==> config.mk <==
export PLATFORM = sky130hd
export DESIGN_NAME = seq_multiplier_flat
export DESIGN_NICKNAME = d
export VERILOG_FILES = /design/src/rtl/seq_multiplier_if.sv /design/src/rtl/seq_multiplier.sv /design/src/flat_wrapper.sv
export SDC_FILE = /design/constraint.sdc
export NUM_CORES = 1
export LEC_CHECK = 0
export CAP_MARGIN = 10
export CORE_MARGIN = 4
export CORE_UTILIZATION = 50
export DETAILED_ROUTE_END_ITERATION = 6
export PLACE_DENSITY = 0.82
export SLEW_MARGIN = 15
export SYNTH_ARGS = -nofsm -noshare
export SYNTH_HDL_FRONTEND = slang
export SYNTH_SLANG_ARGS = --single-unit
==> constraint.sdc <==
create_clock -name clk -period 3.4 [get_ports clk]
set_input_delay 0.68 -clock clk [delete_from_list [all_inputs] [get_ports clk]]
set_output_delay 0.68 -clock clk [all_outputs]
set_load 0.02 [all_outputs]
==> src/rtl/seq_multiplier_if.sv <==
// seq_multiplier_if: request/ready/exception handshake between a datapath
// controller (master) and the sequential multiplier (slave).
// It carries the operands, the 2N-bit product and the status flags.
`timescale 1ns/1ps

interface seq_multiplier_if #(
  parameter int N = 16
);
  logic           req;
  logic [N-1:0]   Multiplicand;
  logic [N-1:0]   Multiplier;
  logic [2*N-1:0] P;
  logic           ready;
  logic           exception;
  logic           busy;

  // Controller side: issues requests and consumes results.
  modport master (
    output req, Multiplicand, Multiplier,
    input  P, ready, exception, busy
  );

  // Multiplier side: accepts requests and returns results.
  modport slave (
    input  req, Multiplicand, Multiplier,
    output P, ready, exception, busy
  );
endinterface

==> src/rtl/seq_multiplier.sv <==
// seq_multiplier: iterative shift-and-add unsigned multiplier.
// Each cycle in CALC retires one multiplier bit. It returns the full 2N-bit
// product. exception flags a product whose upper half is non-zero.
// It shares the request/ready handshake of the divider.
// Optional build macro MUL_EARLY_EXIT_EN: the operation finishes as soon as
// no set multiplier bits remain. The result is unchanged; only the latency
// shrinks.
`timescale 1ns/1ps

module seq_multiplier #(
  parameter int N = 16
) (
  input  logic              clk,
  input  logic              rstn,
  seq_multiplier_if.slave   bus
);

  localparam int CW = $clog2(N) + 1;

  typedef enum logic {
    IDLE = 1'b0,
    CALC = 1'b1
  } state_t;

  state_t           state_reg;
  logic [2*N-1:0]   mc_reg;     // shifted multiplicand, zero-extended to 2N
  logic [N-1:0]     mr_reg;     // remaining multiplier bits, LSB next
  logic [2*N-1:0]   acc_reg;    // running partial sum
  logic [CW-1:0]    cnt_reg;    // bits retired so far
  logic [2*N-1:0]   p_reg;
  logic             ready_reg;
  logic             exc_reg;
  logic             busy_reg;

  logic [2*N-1:0]   addend;
  logic [2*N-1:0]   acc_next;
  logic             last;

  // Partial product for this step: the multiplicand gated by the current
  // multiplier bit.
  generate
    for (genvar gi = 0; gi < 2*N; gi++) begin : g_addend
      assign addend[gi] = mc_reg[gi] & mr_reg[0];
    end
  endgenerate

  // The 2N-bit accumulator cannot overflow, because the product of two
  // N-bit values fits in 2N bits.
  assign acc_next = acc_reg + addend;

  // Terminal condition. The last step is the one whose add completes the
  // product. This step's add is folded into P through acc_next.
`ifdef MUL_EARLY_EXIT_EN
  assign last = ((mr_reg >> 1) == '0) || (cnt_reg == CW'(N - 1));
`else
  assign last = (cnt_reg == CW'(N - 1));
`endif

  // Control FSM and datapath. ready is a one-cycle pulse. P and exception
  // change only on completion or reset.
  always_ff @(posedge clk or negedge rstn) begin
    if (!rstn) begin
      state_reg <= IDLE;
      mc_reg    <= '0;
      mr_reg    <= '0;
      acc_reg   <= '0;
      cnt_reg   <= '0;
      p_reg     <= '0;
      ready_reg <= 1'b0;
      exc_reg   <= 1'b0;
      busy_reg  <= 1'b0;
    end else begin
      ready_reg <= 1'b0;
      case (state_reg)
        IDLE: begin
          if (bus.req) begin
            mc_reg    <= {{N{1'b0}}, bus.Multiplicand};
            mr_reg    <= bus.Multiplier;
            acc_reg   <= '0;
            cnt_reg   <= '0;
            busy_reg  <= 1'b1;
            state_reg <= CALC;
          end
        end
        CALC: begin
          acc_reg <= acc_next;
          mc_reg  <= mc_reg << 1;
          mr_reg  <= mr_reg >> 1;
          cnt_reg <= cnt_reg + CW'(1);
          if (last) begin
            p_reg     <= acc_next;
            exc_reg   <= |acc_next[2*N-1:N];
            ready_reg <= 1'b1;
            busy_reg  <= 1'b0;
            state_reg <= IDLE;
          end
        end
        default: state_reg <= IDLE;
      endcase
    end
  end

  assign bus.P         = p_reg;
  assign bus.ready     = ready_reg;
  assign bus.exception = exc_reg;
  assign bus.busy      = busy_reg;

endmodule

==> src/flat_wrapper.sv <==
// flat-port wrapper written by rule: the top's interface ports become plain ports
module seq_multiplier_flat 
#(
  parameter int N = 16
)
  (clk, rstn, bus_req, bus_Multiplicand, bus_Multiplier, bus_P, bus_ready, bus_exception, bus_busy);
  seq_multiplier_if #(.N(N)) bus_i ();
  input  logic clk;
  input  logic rstn;
  input wire logic [$bits(bus_i.req)-1:0] bus_req;
  input wire logic [$bits(bus_i.Multiplicand)-1:0] bus_Multiplicand;
  input wire logic [$bits(bus_i.Multiplier)-1:0] bus_Multiplier;
  output wire logic [$bits(bus_i.P)-1:0] bus_P;
  output wire logic [$bits(bus_i.ready)-1:0] bus_ready;
  output wire logic [$bits(bus_i.exception)-1:0] bus_exception;
  output wire logic [$bits(bus_i.busy)-1:0] bus_busy;
  assign bus_i.req = bus_req;
  assign bus_i.Multiplicand = bus_Multiplicand;
  assign bus_i.Multiplier = bus_Multiplier;
  assign bus_P = bus_i.P;
  assign bus_ready = bus_i.ready;
  assign bus_exception = bus_i.exception;
  assign bus_busy = bus_i.busy;
  seq_multiplier #(.N(N)) u_core (.clk(clk), .rstn(rstn), .bus(bus_i));
endmodule
==> summary.md <==
| Metric | Value |
|---|---|
| CTS tree | done |
| CP dominant cell by count | buf_4 |
| Synth Register Bits | 121 |
| Post-synth EDFFs | 0 |
| Detail-routed net length per standard cell | 17.8 µm |
| Mapped Cells | 700 |
| Final cell count without fillers | 983 |
| Reg-to-Reg End | u_core.bus.P[31]$_DFFE_PN0P_ |
| Sequential share of power | 32.7% |
| P per Cell Area | 880 mW/mm² |
| Design area | 0.00857 mm² |
| Initial antenna violation count | 0 |
| Critical Path Source Type | flip-flop |
| Post-route DRC | 0 |
| Final core utilization | 64.9% |
| Root Driver | clkbuf_16 |
| Die X | 124 µm |
| RSZ-0062 raised after global routing | yes |
| Die height | 124 µm |
| Num CTS Buffers | 17 |
| Outcome | finished clean |
| P&R area growth vs syn | 27.5% |
| Clk buf depth | 2 |
| Internal power | 4.68 mW |
| First-pass GRT wire length | 28100 µm |
| Slew @ Worst Pin | 0.740 ns |
| Max_cap viols | 0 |
| Cell Chain, Critical Path | buf_4 > and2_1 > ha_1 > a211oi_2 > o211ai_1 > a221o_1 > a221o_1 > a31oi_4 > buf_4 > o31ai_1 > xnor2_1 > buf_4 > mux2_2 |
| Tightest Hold Check Type | primary input to async pin |
| Die area | 0.0154 mm² |
| Area post-placement | 0.00777 mm² |
| CP max stage cell | dfrtp_2 |
| DR vias | 5647 |
| Clock-pin slew on the worst setup and hold paths | 0.06 ns |
| Total GRT Usage | 23.7% |
| Max Transition Viols Final | 0 |
| Design Power | 7.54 mW |
| Vias in the first global route | 5523 |
| Commonest register cell after synthesis | dfrtp_1 |
| Post-Syn Area | 0.00672 mm² |
| CP max FO | 9 |
| Worst Path Arrival | 3.62 ns |
| Worst reg2reg path startpoint | u_core.mr_reg[0]$_DFFE_PN0P_ |
| Clock power frac | 24.7% |
| Worst skew pair latency | 0.43 ns |
| # nets final | 863 |
| Slowest cell delay on critical path | 0.46 ns |
| Setup Crit Path Kind | flip-flop to flip-flop |
| Slew headroom | 50.7% |
| Peak supply drop | 429 µV |
| ANT cells | 0 |
| Switching Fraction | 38.0% |
| Ys Warns | 0 |
| Setup violators final | 0 |
| Setup WS post-layout | 0.0922 ns |
| Share of cells above drive strength 1 | 17.1% |
| Antenna Violating Nets Remaining | 0 |
| I/O pin cnt | 70 |
| Largest net degree at the start of global routing | 66 |
| Final min period | 3.31 ns |
| Combinational share of power | 42.6% |
| Syn Area/Cell | 9.60 µm² |
| Placed cell count | 942 |
| Final wirelength | 17500 µm |
| First-pass iteration count of the detailed router | 5 |
| Sequential share of the synthesized area | 45.1% |
| Fin. Hold Viols | 0 |
| Setup crit end kind | flip-flop |
| Final hold slack | 0.320 ns |
| Clk sinks | 121 |
| H-tree Lvls | 4 |
| Core area | 0.0132 mm² |
| Setup TNS | 0 ns |
| Total gr overflow | 0 |
| Drt first-iter violations | 412 |
| Yosys cell types | 57 |
| CP required | 3.71 ns |
| Syn nets | 769 |
| Dpl ws | -0.0162 ns |
| Ratio of final minimum period to clock period | 97.3% |
| IO buf count | 69 |
| Cell Rows | 42 |
| Clock skew | 0.0130 ns |
| Via/cell ratio | 5.74 |
| Reg2reg path depth | 13 |
| Initial Util | 50.9% |
| Leakage power | 3.93 nW |
| Post-synthesis async set-or-reset flop share | 100% |
| GP Congestion | 0.913 |
| Maximum operating frequency | 0.302 GHz |
| Worst R2R Setup Slack | 0.09 ns |
| Hpwl dp | 12200 µm |
| P_sw | 2.86 mW |
## synthesized netlist by cell type, types with 2 or more instances
cell type | number | area, µm²
a211oi_1 | 5 | 37.5
a21o_1 | 5 | 37.5
a21oi_1 | 30 | 150
a221o_1 | 2 | 20.0
a22o_1 | 27 | 236
a311oi_1 | 2 | 17.5
a31o_2 | 2 | 17.5
a31oi_1 | 3 | 18.8
a41oi_2 | 2 | 32.5
and2_1 | 33 | 206
and3_1 | 6 | 37.5
buf_1 | 6 | 22.5
buf_2 | 4 | 20.0
clkbuf_1 | 29 | 109
dfrtp_1 | 121 | 3030
ha_1 | 33 | 413
inv_1 | 12 | 45.0
mux2_2 | 20 | 225
mux2i_1 | 33 | 330
nand2_1 | 126 | 473
nand2b_1 | 3 | 18.8
nand3_1 | 7 | 35.0
nand4_1 | 3 | 18.8
nor2_1 | 25 | 93.8
nor3_1 | 7 | 35.0
nor4_1 | 2 | 12.5
o2111ai_1 | 2 | 17.5
o211ai_1 | 6 | 45.0
o21ai_0 | 75 | 375
o21ai_1 | 4 | 20.0
o21bai_1 | 6 | 45.0
o221ai_1 | 2 | 17.5
o22ai_1 | 3 | 18.8
o31ai_1 | 3 | 22.5
or3_1 | 3 | 18.8
xnor2_1 | 16 | 140
xor2_1 | 12 | 105
## worst max-delay path: cells and delay by family, from the launching register on
kind	cells	cell delay, ns
compound gates	6	1.45
xor+xnor	1	0.16
fa+ha+maj	1	0.23
buf+inv	3	0.50
flops	1	0.46
mux	1	0.25
simple gates	1	0.15
## kinds of logic (layout without fill, tap and decap cells)
kind of cell | count (synthesis) | after routing | synth area share, %
compound gates | 189 | 189 | 18.5
buf+inv | 53 | 160 | 3.04
flops | 121 | 121 | 45.1
simple gates | 222 | 222 | 15.0
mux | 53 | 53 | 8.27
xor+xnor | 28 | 28 | 3.65
fa+ha+maj | 34 | 34 | 6.44
## routing by layer
layer	global-route usage (%)	share of wire (%)
met1	33.9	46
met2	35.9	46
met5	0	0
met3	5.36	6.5
met4	7.26	1.6
## cell usage in the layout, fill, tap and decap left out, types with 11 or more instances in the layout
master,count
nand2_1,126
dfrtp_1,119
o21ai_0,70
clkdlybuf4s50_1,67
buf_4,44
and2_1,33
mux2i_1,33
ha_1,28
a22o_1,27
a21oi_1,25
nor2_1,24
mux2_2,20
clkbuf_16,17
xnor2_1,16
inv_1,12
xor2_1,11
## timing repair
item                                    CTS  global route
gates cloned                              0             0
gates resized for setup                   1            31
endpoints found under the setup margin    1            10
hold buffers                              0             0
pin swaps                                 0             9
buffers inserted                          2             7
## area by class of cell
type | instances | area (µm²)
sequential | 121 | 3030
multi-input combinational | 526 | 3610
tap | 176 | 220
timing repair buffer | 114 | 1050
clock inverter | 13 | 168
clock buffer | 19 | 443
fill | 1007 | 4620
inverter | 14 | 52.6
## power groups by stage
stage / clock network (mW) / registers (mW) / logic [mW]
final: 1.87 / 2.47 / 3.21
after global routing: 1.96 / 2.53 / 3.51
after CTS: 1.89 / 2.45 / 3.09
after detailed placement: 0 / 2.47 / 3.06
after global placement: 0 / 2.44 / 2.98
after floorplan: 0 / 2.55 / 1.72
## worst max-delay path by stage
stage	start	cells after the start	slack, ns	end
floorplan	u_core.mr_reg[0]$_DFFE_PN0P_	13	0.25	u_core.bus.exception$_DFFE_PN0P_
global placement	u_core.mr_reg[0]$_DFFE_PN0P_	12	0.05	u_core.bus.exception$_DFFE_PN0P_
detailed placement	u_core.mr_reg[0]$_DFFE_PN0P_	12	-0.02	u_core.bus.exception$_DFFE_PN0P_
CTS	u_core.mr_reg[0]$_DFFE_PN0P_	12	0.007	u_core.bus.exception$_DFFE_PN0P_
global route	u_core.mr_reg[0]$_DFFE_PN0P_	13	-0.02	u_core.bus.P[31]$_DFFE_PN0P_
finish	u_core.mr_reg[0]$_DFFE_PN0P_	13	0.09	u_core.bus.P[31]$_DFFE_PN0P_
Power figures use the tool's default switching activity.
